==> src/rtl/cpu_ctrl_pkg.sv <==
// Shared front-end control definitions: sequencer state encoding,
// PC width and the default reset PC of the word-addressed CPU.
package cpu_ctrl_pkg;

  localparam int PC_W = 32;

  localparam logic [PC_W-1:0] RESET_PC_DEFAULT = 32'h0000_0000;

  // Sequencer states: normal fetch, pipeline drain after halt, stopped.
  typedef enum logic [1:0] {
    RUN    = 2'd0,
    DRAIN  = 2'd1,
    HALTED = 2'd2
  } state_t;

endpackage

==> src/rtl/perf_counters.sv <==
// Four free-running performance counters. cycle_cnt advances whenever
// run_en is high; the others advance on their single-cycle strobes.
// All counters wrap modulo 2^CNT_W.
module perf_counters #(
  parameter int CNT_W = 32
) (
  input  logic             clk,
  input  logic             rst,
  input  logic             run_en,
  input  logic             jump_inc,
  input  logic             branch_inc,
  input  logic             stall_inc,
  output logic [CNT_W-1:0] cycle_cnt,
  output logic [CNT_W-1:0] jump_cnt,
  output logic [CNT_W-1:0] branch_cnt,
  output logic [CNT_W-1:0] stall_cnt
);

  // Count enabled cycles and event strobes.
  always_ff @(posedge clk or posedge rst) begin
    if (rst) begin
      cycle_cnt  <= '0;
      jump_cnt   <= '0;
      branch_cnt <= '0;
      stall_cnt  <= '0;
    end else begin
      if (run_en)     cycle_cnt  <= cycle_cnt + CNT_W'(1);
      if (jump_inc)   jump_cnt   <= jump_cnt + CNT_W'(1);
      if (branch_inc) branch_cnt <= branch_cnt + CNT_W'(1);
      if (stall_inc)  stall_cnt  <= stall_cnt + CNT_W'(1);
    end
  end

endmodule

==> src/rtl/pc_sequencer.sv <==
// Fetch PC register and front-end pipeline control for the 5-stage CPU.
// Applies EX redirects, load-use bubbles and halt/drain sequencing, and
// keeps performance counters.
// Optional build macro PC_RESUME_EN: a resume pulse in HALTED restarts
// fetch at the instruction after the halt. Without it HALTED is terminal
// until rst and the resume input is unused.
//
// Control outputs are combinational from the current state and inputs;
// they describe what the pipeline registers do on the coming edge.
module pc_sequencer
  import cpu_ctrl_pkg::*;
#(
  parameter logic [31:0] RESET_PC     = RESET_PC_DEFAULT,
  parameter int          CNT_W        = 32,
  parameter int          DRAIN_CYCLES = 2
) (
  input  logic             clk,
  input  logic             rst,
  input  logic             redirect_valid,
  input  logic [31:0]      redirect_target,
  input  logic             redirect_is_branch,
  input  logic             load_use,
  input  logic             halt_ex,
  input  logic [31:0]      ex_pc,
  input  logic             resume,
  output logic [31:0]      pc,
  output logic             pc_en,
  output logic             if_id_en,
  output logic             if_id_flush,
  output logic             id_ex_flush,
  output logic             halted,
  output logic [CNT_W-1:0] cycle_cnt,
  output logic [CNT_W-1:0] jump_cnt,
  output logic [CNT_W-1:0] branch_cnt,
  output logic [CNT_W-1:0] stall_cnt
);

  localparam int DRAIN_W = (DRAIN_CYCLES > 1) ? $clog2(DRAIN_CYCLES) + 1 : 1;
  localparam logic [DRAIN_W-1:0] DRAIN_LAST = DRAIN_W'(DRAIN_CYCLES - 1);

  state_t             state;
  logic [DRAIN_W-1:0] drain_cnt;
  logic [PC_W-1:0]    resume_pc;
  logic               jump_inc;
  logic               branch_inc;
  logic               stall_inc;
  logic               run_en;

  // Front-end controls and counter strobes; halt beats redirect beats load-use.
  always_comb begin
    pc_en       = 1'b1;
    if_id_en    = 1'b1;
    if_id_flush = 1'b0;
    id_ex_flush = 1'b0;
    jump_inc    = 1'b0;
    branch_inc  = 1'b0;
    stall_inc   = 1'b0;
    case (state)
      RUN: begin
        if (halt_ex) begin
          pc_en       = 1'b0;
          if_id_flush = 1'b1;
          id_ex_flush = 1'b1;
        end else if (redirect_valid) begin
          if_id_flush = 1'b1;
          id_ex_flush = 1'b1;
          if (redirect_is_branch) branch_inc = 1'b1;
          else                    jump_inc   = 1'b1;
        end else if (load_use) begin
          pc_en       = 1'b0;
          if_id_en    = 1'b0;
          id_ex_flush = 1'b1;
          stall_inc   = 1'b1;
        end
      end
      default: begin
        pc_en       = 1'b0;
        if_id_en    = 1'b0;
        if_id_flush = 1'b1;
        id_ex_flush = 1'b1;
      end
    endcase
  end

  assign run_en = (state != HALTED);

  // Sequencer FSM, PC register, drain counter and registered halted flag.
  always_ff @(posedge clk or posedge rst) begin
    if (rst) begin
      state     <= RUN;
      pc        <= RESET_PC;
      drain_cnt <= '0;
      resume_pc <= RESET_PC;
      halted    <= 1'b0;
    end else begin
      case (state)
        RUN: begin
          if (halt_ex) begin
            state     <= DRAIN;
            drain_cnt <= '0;
            resume_pc <= ex_pc + 32'd1;
          end else if (redirect_valid) begin
            pc <= redirect_target;
          end else if (!load_use) begin
            pc <= pc + 32'd1;
          end
        end
        DRAIN: begin
          drain_cnt <= drain_cnt + DRAIN_W'(1);
          if (drain_cnt == DRAIN_LAST) state <= HALTED;
        end
        HALTED: begin
          halted <= 1'b1;
`ifdef PC_RESUME_EN
          if (resume) begin
            state  <= RUN;
            pc     <= resume_pc;
            halted <= 1'b0;
          end
`endif
        end
        default: state <= RUN;
      endcase
    end
  end

`ifndef PC_RESUME_EN
  // Resume is not wired to anything in this build.
  logic unused_resume;
  assign unused_resume = resume ^ (^resume_pc);
`endif

  perf_counters #(
    .CNT_W(CNT_W)
  ) u_perf_counters (
    .clk       (clk),
    .rst       (rst),
    .run_en    (run_en),
    .jump_inc  (jump_inc),
    .branch_inc(branch_inc),
    .stall_inc (stall_inc),
    .cycle_cnt (cycle_cnt),
    .jump_cnt  (jump_cnt),
    .branch_cnt(branch_cnt),
    .stall_cnt (stall_cnt)
  );

endmodule

==> config.mk <==
export PLATFORM = sky130hd
export DESIGN_NAME = pc_sequencer
export DESIGN_NICKNAME = d
export VERILOG_FILES = /design/src/rtl/cpu_ctrl_pkg.sv /design/src/rtl/perf_counters.sv /design/src/rtl/pc_sequencer.sv
export SDC_FILE = /design/constraint.sdc
export NUM_CORES = 1
export LEC_CHECK = 0
export ABC_AREA = 1
export CAP_MARGIN = 40
export CORE_UTILIZATION = 45
export CTS_CLUSTER_SIZE = 40
export DETAILED_ROUTE_END_ITERATION = 10
export PLACE_DENSITY = 0.76
export SLEW_MARGIN = 20
export SYNTH_ARGS = -nofsm -noshare
export SYNTH_HDL_FRONTEND = slang
export SYNTH_SLANG_ARGS = --single-unit
==> constraint.sdc <==
create_clock -name clk -period 15.2 [get_ports clk]
set_clock_uncertainty 0.1 [all_clocks]
set_input_delay 1.52 -clock clk [delete_from_list [all_inputs] [get_ports clk]]
set_output_delay 1.52 -clock clk [all_outputs]
set_load 0.1 [all_outputs]
### Word level (Yosys, flattened, before mapping)

Index checks and enable logic that the tools add are counted.

| storage, ports and cells | value |
|---|---|
| register bits | 165 |
| input bits | 71 |
| output and inout port bits | 165 |
| word-level logic and storage cells | 59 |

| operators by class | value |
|---|---|
| add/sub/neg operators | 6 |
| equality and inequality tests | 7 |
| multiplexer cells | 31 |
| bitwise gates (word level) | 2 |
| reductions and logical operators | 5 |

Operator list:

| operator | count |
|---|---|
| $add A32 B1 Y32 const B | 5 |
| $mux W32 | 2 |
| $mux W1 | 24 |
| $ne A2 B2 Y1 const B | 4 |
| $mux W2 | 3 |
| $pmux W2 S3 | 1 |
| $reduce_and A3 Y1 | 2 |
| $eq A2 B1 Y1 const B | 2 |
| $pmux W2 S2 | 1 |
| $add A2 B1 Y2 const B | 1 |
| $eq A2 B2 Y1 const B | 1 |
| $logic_not A2 Y1 | 1 |
| $not A1 Y1 | 2 |
| $reduce_and A2 Y1 | 1 |
| $reduce_bool A2 Y1 | 1 |

### Longest topological paths before layout

Gate-level depths: netlist (run 1).

| logic depth | value |
|---|---|
| depth in word-level cells | 4 |
| gate-level depth with buffers | 10 |
| mapped depth without buffers | 10 |

### By module

From an unflattened synthesis (run 1), not the netlist that was laid out.

| unflattened totals | value |
|---|---|
| cells, all modules | 1282 |
| area, all modules | 9532.9 um^2 |

Modules (own cells, without submodules):

| module | times used | cells each | area an instance (um^2) | seq. area each (um^2) |
|---|---|---|---|---|
| perf_counters | 1 | 837 | 6761.5 | 3203.1 |
| pc_sequencer | 1 | 445 | 2771.4 | 925.9 |

### Least setup slack after synthesis (run 1)

Ideal clock, no wire load.

| path | value |
|---|---|
| kind | input -> output |
| start point | in redirect_valid |
| end point | out id_ex_flush |
| data arrival time | 3.268 ns |
| data required time | 13.580 ns |
| setup slack | 10.312 ns |
| stages on the path | 4 |
| buffers on the path | 1 |
| cells stage by stage | inv_2 > clkbuf_1 > nand2_1 > or2_2 |

| on the way | value |
|---|---|
| word-level cells in the longest chain between the ends | 3 |

RTL lines:

| element | line | RTL |
|---|---|---|
| from (decl) | pc_sequencer.sv:19 | `input logic redirect_valid,` |
| $mux W1 | pc_sequencer.sv:64 | `end else if (redirect_valid) begin` |
| $mux W1 | pc_sequencer.sv:60 | `if (halt_ex) begin` |
| $mux W1 | pc_sequencer.sv:58 | `case (state)` |
| to (decl) | pc_sequencer.sv:30 | `output logic id_ex_flush,` |

No other way between the ends.

### Worst setup path after layout (run 1)

| path | value |
|---|---|
| start point | in redirect_valid |
| end point | out pc_en |

| on the way | value |
|---|---|
| word-level cells in the longest chain between the ends | 3 |

RTL lines:

| element | line | RTL |
|---|---|---|
| $mux W1 | pc_sequencer.sv:64 |  |
| $mux W1 | pc_sequencer.sv:60 |  |
| $mux W1 | pc_sequencer.sv:58 |  |
| to (decl) | pc_sequencer.sv:27 | `output logic pc_en,` |

No other way between the ends.

==> out/results.ini, run 1 <==
[finish]
final_cells=2062
areaGrowthSynthToFinish_pct=60.1
design_area_um2=15600
final_layout_size_suffix_gt1_share_pct=13.1
layout.nets=1847

[cts]
cts_resized=0
insertion_delay_ps=430
postCtsHoldBufs=0
clk_pin_slew_worst_paths_ps=60
cts_buffers=17
h-tree-depth=4
postCtsSetupBuffers=0
cts_sinks=165
clockBufferDepth=2
cts_tree=done
clock-root-buffer=clkbuf_16

[setup_path]
endpoint_kind=output pin
critPathKind=input pin to output pin
worst_ep_required_time_ps=13580
worstPathMaxFanout=24
worstPathArrival_ps=4550
start_kind=input pin

[floorplan]
chipWidth_um=149
initial_core_util_pct=46.1
dieHeight_um=149
io_pins=236
fp-row-count=53
coreArea_um2=21100
dieArea_um2=22200

[outcome]
outcome=complete, no violations

[timing]
tightestPinTransition_ps=752
setup_viol=0
period_needed_ps=6170
worst_slack_ps=9030
hold_violations=0
rsz0062_at_grt=false
fin_setup_tns_ps=0
period_share_pct=40.6
slew_headroom_pct=49.7
slew_violations=0
max_freq_mhz=162

[synth]
synth.top_cell.area_share_pct=42.5
synth.distinct_cells=36
synth_area_leaders=dfrtp_1 42%, nand2_1 19%, nor2_1 9.0%, inv_1 5.6%, nand3_1 5.5%
synth_ff_type=dfrtp_1
yosysMostFrequentCell=nand2_1
synth_nets=1472
synth_edf_count=0
yosysTopAreaCell=dfrtp_1
yosysWarnings=0
ys_seq_elements=165
synth_commonest_cells=497 x nand2_1, 234 x nor2_1, 165 x dfrtp_1
syn_area_um2=9720
syn-instance-count=1395
ys_seq_area_share_pct=42.5
avgSynthCellArea_um2=6.97
async_flop_share_pct=100

[run]
cap_violations=0

[placement]
portBuffers=202
dp_hpwl_mm=26.4
postPlaceCellArea_um2=14800
dp_cells=2023
dp_slack_ps=8460
gp_congestion=0.953

[route]
avgViaCountPerCell=5.40
routed_wl_mm=34.6
wire_per_inst_um=16.8
firstDrtPassIters=7
vias=11100
postRouteAntennaNets=0
first_iter_violations=788
drcViolationCount=0

[global_route]
grt_pass1_vias=11100
globalRouteOverflowTotal=0
grt_use_total_pct=31.8
antenna_found_initial=4
grt_max_degree=76
grt_pass1_wl_mm=55.3

[power_and_ir_drop]
power.leakage_nw=7.07
powerDensity_nw_per_um2=69.8
ir_drop_uv=72.7

[worst_hold_path]
hold_path_class=flop to flop

[registers in the layout, indices dropped and copies added, names as in the netlist]
signal / count
drain_cnt: 2
u_perf_counters.stall_cnt: 32
pc: 32
u_perf_counters.cycle_cnt: 32
u_perf_counters.jump_cnt: 32
u_perf_counters.branch_cnt: 32
state: 2
halted: 1
[final cells by class]
type | count | area, um^2
fillers | 1452 | 5530
multi-input cells | 1065 | 4960
repair buffers | 373 | 4900
flip-flops and latches | 165 | 4130
inverters | 148 | 562
clock buffers | 21 | 460
well taps | 275 | 344
clock inverters | 11 | 199
diodes | 4 | 10.0
[routing by layer]
metal | GRT usage, % | vias up | wire length [um]
li1 | - | 5123 | -
met1 | 36.0 | 5246 | 12700
met2 | 54.5 | 594 | 17500
met3 | 5.96 | 182 | 2410
met4 | 21.4 | 0 | 2010
met5 | 0 | - | 0
[critical path: stages]
cell and delay (ps):
clkdlybuf4s50_1 900, inv_2 400, nand2_1 230, nand2_2 170, inv_1 490, clkdlybuf4s50_1 630, buf_8 200
[placed cells by master, fill, tap and decap left out, types with 6 or more instances in the layout]
master / Yosys / layout
ha_1: 6 / 6
xor2_1: 43 / 43
buf_16: 0 / 25
nand2_1: 497 / 497
dfrtp_1: 165 / 165
nor2_2: 9 / 9
o21ai_0: 38 / 38
nand4_1: 30 / 30
nand3_1: 106 / 106
nor3_1: 16 / 16
xnor2_1: 33 / 33
clkbuf_16: 0 / 17
clkdlybuf4s50_1: 0 / 202
buf_8: 0 / 142
inv_1: 145 / 144
nand3b_1: 13 / 13
nor2_1: 234 / 234
[report_power, final]
part	switching, mW	internal (mW)	leakage [nW]
sequential	0.0116	0.446	2.12
combinational	0.0873	0.0517	4.64
clock	0.189	0.302	0.310
total	0.288	0.799	7.07
[final timing paths]
| path | to | slack, ps | cells past startpoint | start |
|---|---|---|---|---|
| max reg2reg | u_perf_counters.stall_cnt[24]$_DFFE_PP0P_ | 12750 | 8 | state[0]$_DFFE_PP0P_ |
| min | halted$_DFFE_PP0N_ | 390 | 1 | halted$_DFFE_PP0N_ |
| min reg2reg | halted$_DFFE_PP0N_ | 390 | 1 | halted$_DFFE_PP0N_ |
| min in group asynchronous | u_perf_counters.jump_cnt[27]$_DFFE_PP0P_ | 1340 | 2 | rst |
| max in group asynchronous | drain_cnt[1]$_DFFE_PP0P_ | 12810 | 4 | rst |
| max | pc_en | 9030 | 7 | redirect_valid |
[cell families (layout without fill, tap and decap cells)]
family	after synthesis	in the layout	share of synthesized area, %
buf+inv	165	553	6.53
compound gates	52	52	2.82
simple gates	931	931	40.6
flops	165	165	42.5
fa+ha+maj	6	6	0.772
xor+xnor	76	76	6.85
other cells	0	4	0
[through the flow]
step | utilization, % | hold WS [ps] | power, mW
finish | 73.8 | 394 | 1.09
floorplan | - | 364 | 0.539
CTS | 73.5 | 396 | 1.09
global placement | 57.0 | 359 | 0.573
global route | 73.8 | 401 | 1.12
detailed placement | 70.4 | 368 | 0.603
Note: power is estimated with default switching activity, not from simulation.
==> run 2, diff against run 1 <==
==> constraint.sdc (replaced) <==
create_clock -name clk -period 6.1 [get_ports clk]
set_clock_uncertainty 0.1 [all_clocks]
set_input_delay 0.61 -clock clk [delete_from_list [all_inputs] [get_ports clk]]
set_output_delay 0.61 -clock clk [all_outputs]
set_load 0.1 [all_outputs]
==> out/results.ini, run 2 (same netlist as run 1, synthesis figures left out) <==
[cts]
cts_resized=0  ; unchanged
clock-root-buffer=clkbuf_16  ; unchanged
clockBufferDepth=2  ; unchanged
clk_pin_slew_worst_paths_ps=70  ; was 60 ps
cts_sinks=165  ; unchanged
postCtsSetupBuffers=0  ; unchanged
cts_tree=done  ; unchanged
h-tree-depth=4  ; unchanged
cts_buffers=17  ; unchanged
insertion_delay_ps=430  ; about the same
postCtsHoldBufs=0  ; unchanged

[setup_path]
endpoint_kind=output pin  ; unchanged
start_kind=input pin  ; unchanged
cpPeakStageDelay_ps=900  ; about the same
cp_slowest_cell=clkdlybuf4s50_1  ; unchanged
worstPathArrival_ps=2820  ; was 4550 ps
crit_top_cell=clkdlybuf4s50_1  ; unchanged
worstPathMaxFanout=12  ; was 24
worstRegToRegCells=8  ; unchanged
cp_cell_sequence=clkdlybuf4s50_1 -> inv_2 -> nand2_1 -> o21ai_0 -> inv_1 -> clkdlybuf4s50_1 -> buf_8  ; was clkdlybuf4s50_1 -> inv_2 -> nand2_1 -> nand2_2 -> inv_1 -> clkdlybuf4s50_1 -> buf_8
worst_ep_required_time_ps=5390  ; was 13580 ps
critPathKind=input pin to output pin  ; unchanged

[power_and_ir_drop]
power.leakage_nw=7.07  ; about the same
powerDensity_nw_per_um2=172  ; was 69.8 nW/um^2
ir_drop_uv=172  ; was 72.7 uV

[outcome]
outcome=complete, no violations  ; unchanged

[worst_hold_path]
hold_path_class=flop to flop  ; unchanged
holdPathStages=1  ; unchanged

[finish]
final_cells=2061  ; was 2062
final-seq-area_um2=4130  ; unchanged
layout.nets=1847  ; unchanged
final_common_cell=nand2_1  ; unchanged
final_layout_size_suffix_gt1_share_pct=13.2  ; was 13.1%
final_cell_mix=497 x nand2_1, 234 x nor2_1, 201 x clkdlybuf4s50_1, 165 x dfrtp_1, 144 x inv_1  ; was 497 x nand2_1, 234 x nor2_1, 202 x clkdlybuf4s50_1, 165 x dfrtp_1, 144 x inv_1
utilization_pct=73.6  ; was 73.8%
areaGrowthSynthToFinish_pct=59.7  ; was 60.1%
multi_input_area_um2=4960  ; unchanged
fillCellCount=1476  ; was 1452

[placement]
dp_hpwl_mm=26.2  ; was 26.4 mm
gp_congestion=0.951  ; was 0.953
dp_slack_ps=2190  ; was 8460 ps
portBuffers=202  ; unchanged
dp_cells=2024  ; was 2023

[run]
cap_violations=0  ; unchanged

[timing]
hold_ws_ps=390  ; was 394 ps
max_freq_mhz=283
tightestPinTransition_ps=734  ; was 752 ps
hold_violations=0  ; unchanged
setup_viol=0  ; unchanged
worst_slack_ps=2570  ; was 9030 ps
slew_violations=0  ; unchanged
rsz0062_at_grt=false  ; unchanged
fin_setup_tns_ps=0  ; unchanged
period_share_pct=57.8
period_needed_ps=3530
slew_headroom_pct=50.9  ; was 49.7%

[route]
wire_per_inst_um=16.6  ; was 16.8 um
postRouteAntennaNets=0  ; unchanged
firstDrtPassIters=7  ; unchanged
vias=11000  ; was 11100
drcViolationCount=0  ; unchanged
routed_wl_mm=34.2  ; was 34.6 mm
avgViaCountPerCell=5.32  ; was 5.40
first_iter_violations=751  ; was 788

[floorplan]
dieArea_um2=22200  ; unchanged
fp-row-count=53  ; unchanged
dieHeight_um=149  ; unchanged
io_pins=236  ; unchanged
initial_core_util_pct=46.1  ; unchanged
coreArea_um2=21100  ; unchanged
chipWidth_um=149  ; unchanged

[global_route]
grt_pass1_vias=11000  ; was 11100
grt_use_total_pct=31.2  ; was 31.8%
grt_pass1_wl_mm=54.3  ; was 55.3 mm
grt_max_degree=74  ; was 76
globalRouteOverflowTotal=0  ; unchanged
antenna_found_initial=3  ; was 4

[run 2: cell types whose count changed in the layout (fill, tap and decap cells not counted)]
| cell | previous run | this run |
|---|---|---|
| buf_12 | 2 | 1 |
| bufinv_16 | 5 | 4 |
| clkbuf_8 | 2 | 3 |
| buf_8 | 142 | 139 |
| buf_4 | 2 | 6 |
| inv_6 | 1 | 2 |
| diode_2 | 4 | 3 |
| buf_16 | 25 | 26 |
| clkdlybuf4s50_1 | 202 | 201 |
| clkinvlp_4 | 3 | 2 |
[run 2: cell type report]
type	instances	share of cell area, %
Clock buffer	22	3.05
Timing Repair Buffer	373	31.4
Antenna cell	3	0.0484
Sequential cell	165	26.6
Inverter	148	3.62
Multi-Input combinational cell	1065	31.9
Tap cell	275	2.22
Clock inverter	10	1.10
[run 2: final timing paths]
path,from,to,slack [ps]
worst max-delay path,redirect_valid,if_id_en,2570
worst min-delay path,halted$_DFFE_PP0N_,halted$_DFFE_PP0N_,390
worst max register to register,state[0]$_DFFE_PP0P_,u_perf_counters.stall_cnt[24]$_DFFE_PP0P_,3750
worst min register to register,halted$_DFFE_PP0N_,halted$_DFFE_PP0N_,390
max in group asynchronous,rst,u_perf_counters.jump_cnt[8]$_DFFE_PP0P_,4450
min in group asynchronous,rst,u_perf_counters.branch_cnt[12]$_DFFE_PP0P_,410
[run 2: metal layers]
layer  global-route usage, %  wire length, um
met5                       0                0
met3                    6.06             2090
met1                    35.0            12900
met4                    17.8             1940
met2                    55.1            17300
[run 2: critical path: cells and delay by family]
| kind | cells | cell delay [ps] |
|---|---|---|
| AO/OA/AOI/OAI | 1 | 100 |
| buffers and inverters | 5 | 1910 |
| AND/OR/NAND/NOR | 1 | 180 |
[run 2: through the flow]
| stage | cell area, um^2 | total power, mW |
|---|---|---|
| final | 15500 | 2.67 |
| after global routing | 15500 | 2.75 |
| after CTS | 15500 | 2.68 |
| after detailed placement | 14800 | 1.51 |
| after global placement | 12000 | 1.43 |
| after floorplan | 9720 | 1.34 |
[run 2: power by group]
group / switching [mW] / internal [mW] / total (mW)
Clock: 0.464 / 0.723 / 1.19
Sequential: 0.0279 / 1.11 / 1.14
Combinational: 0.218 / 0.129 / 0.347
Total: 0.709 / 1.96 / 2.67
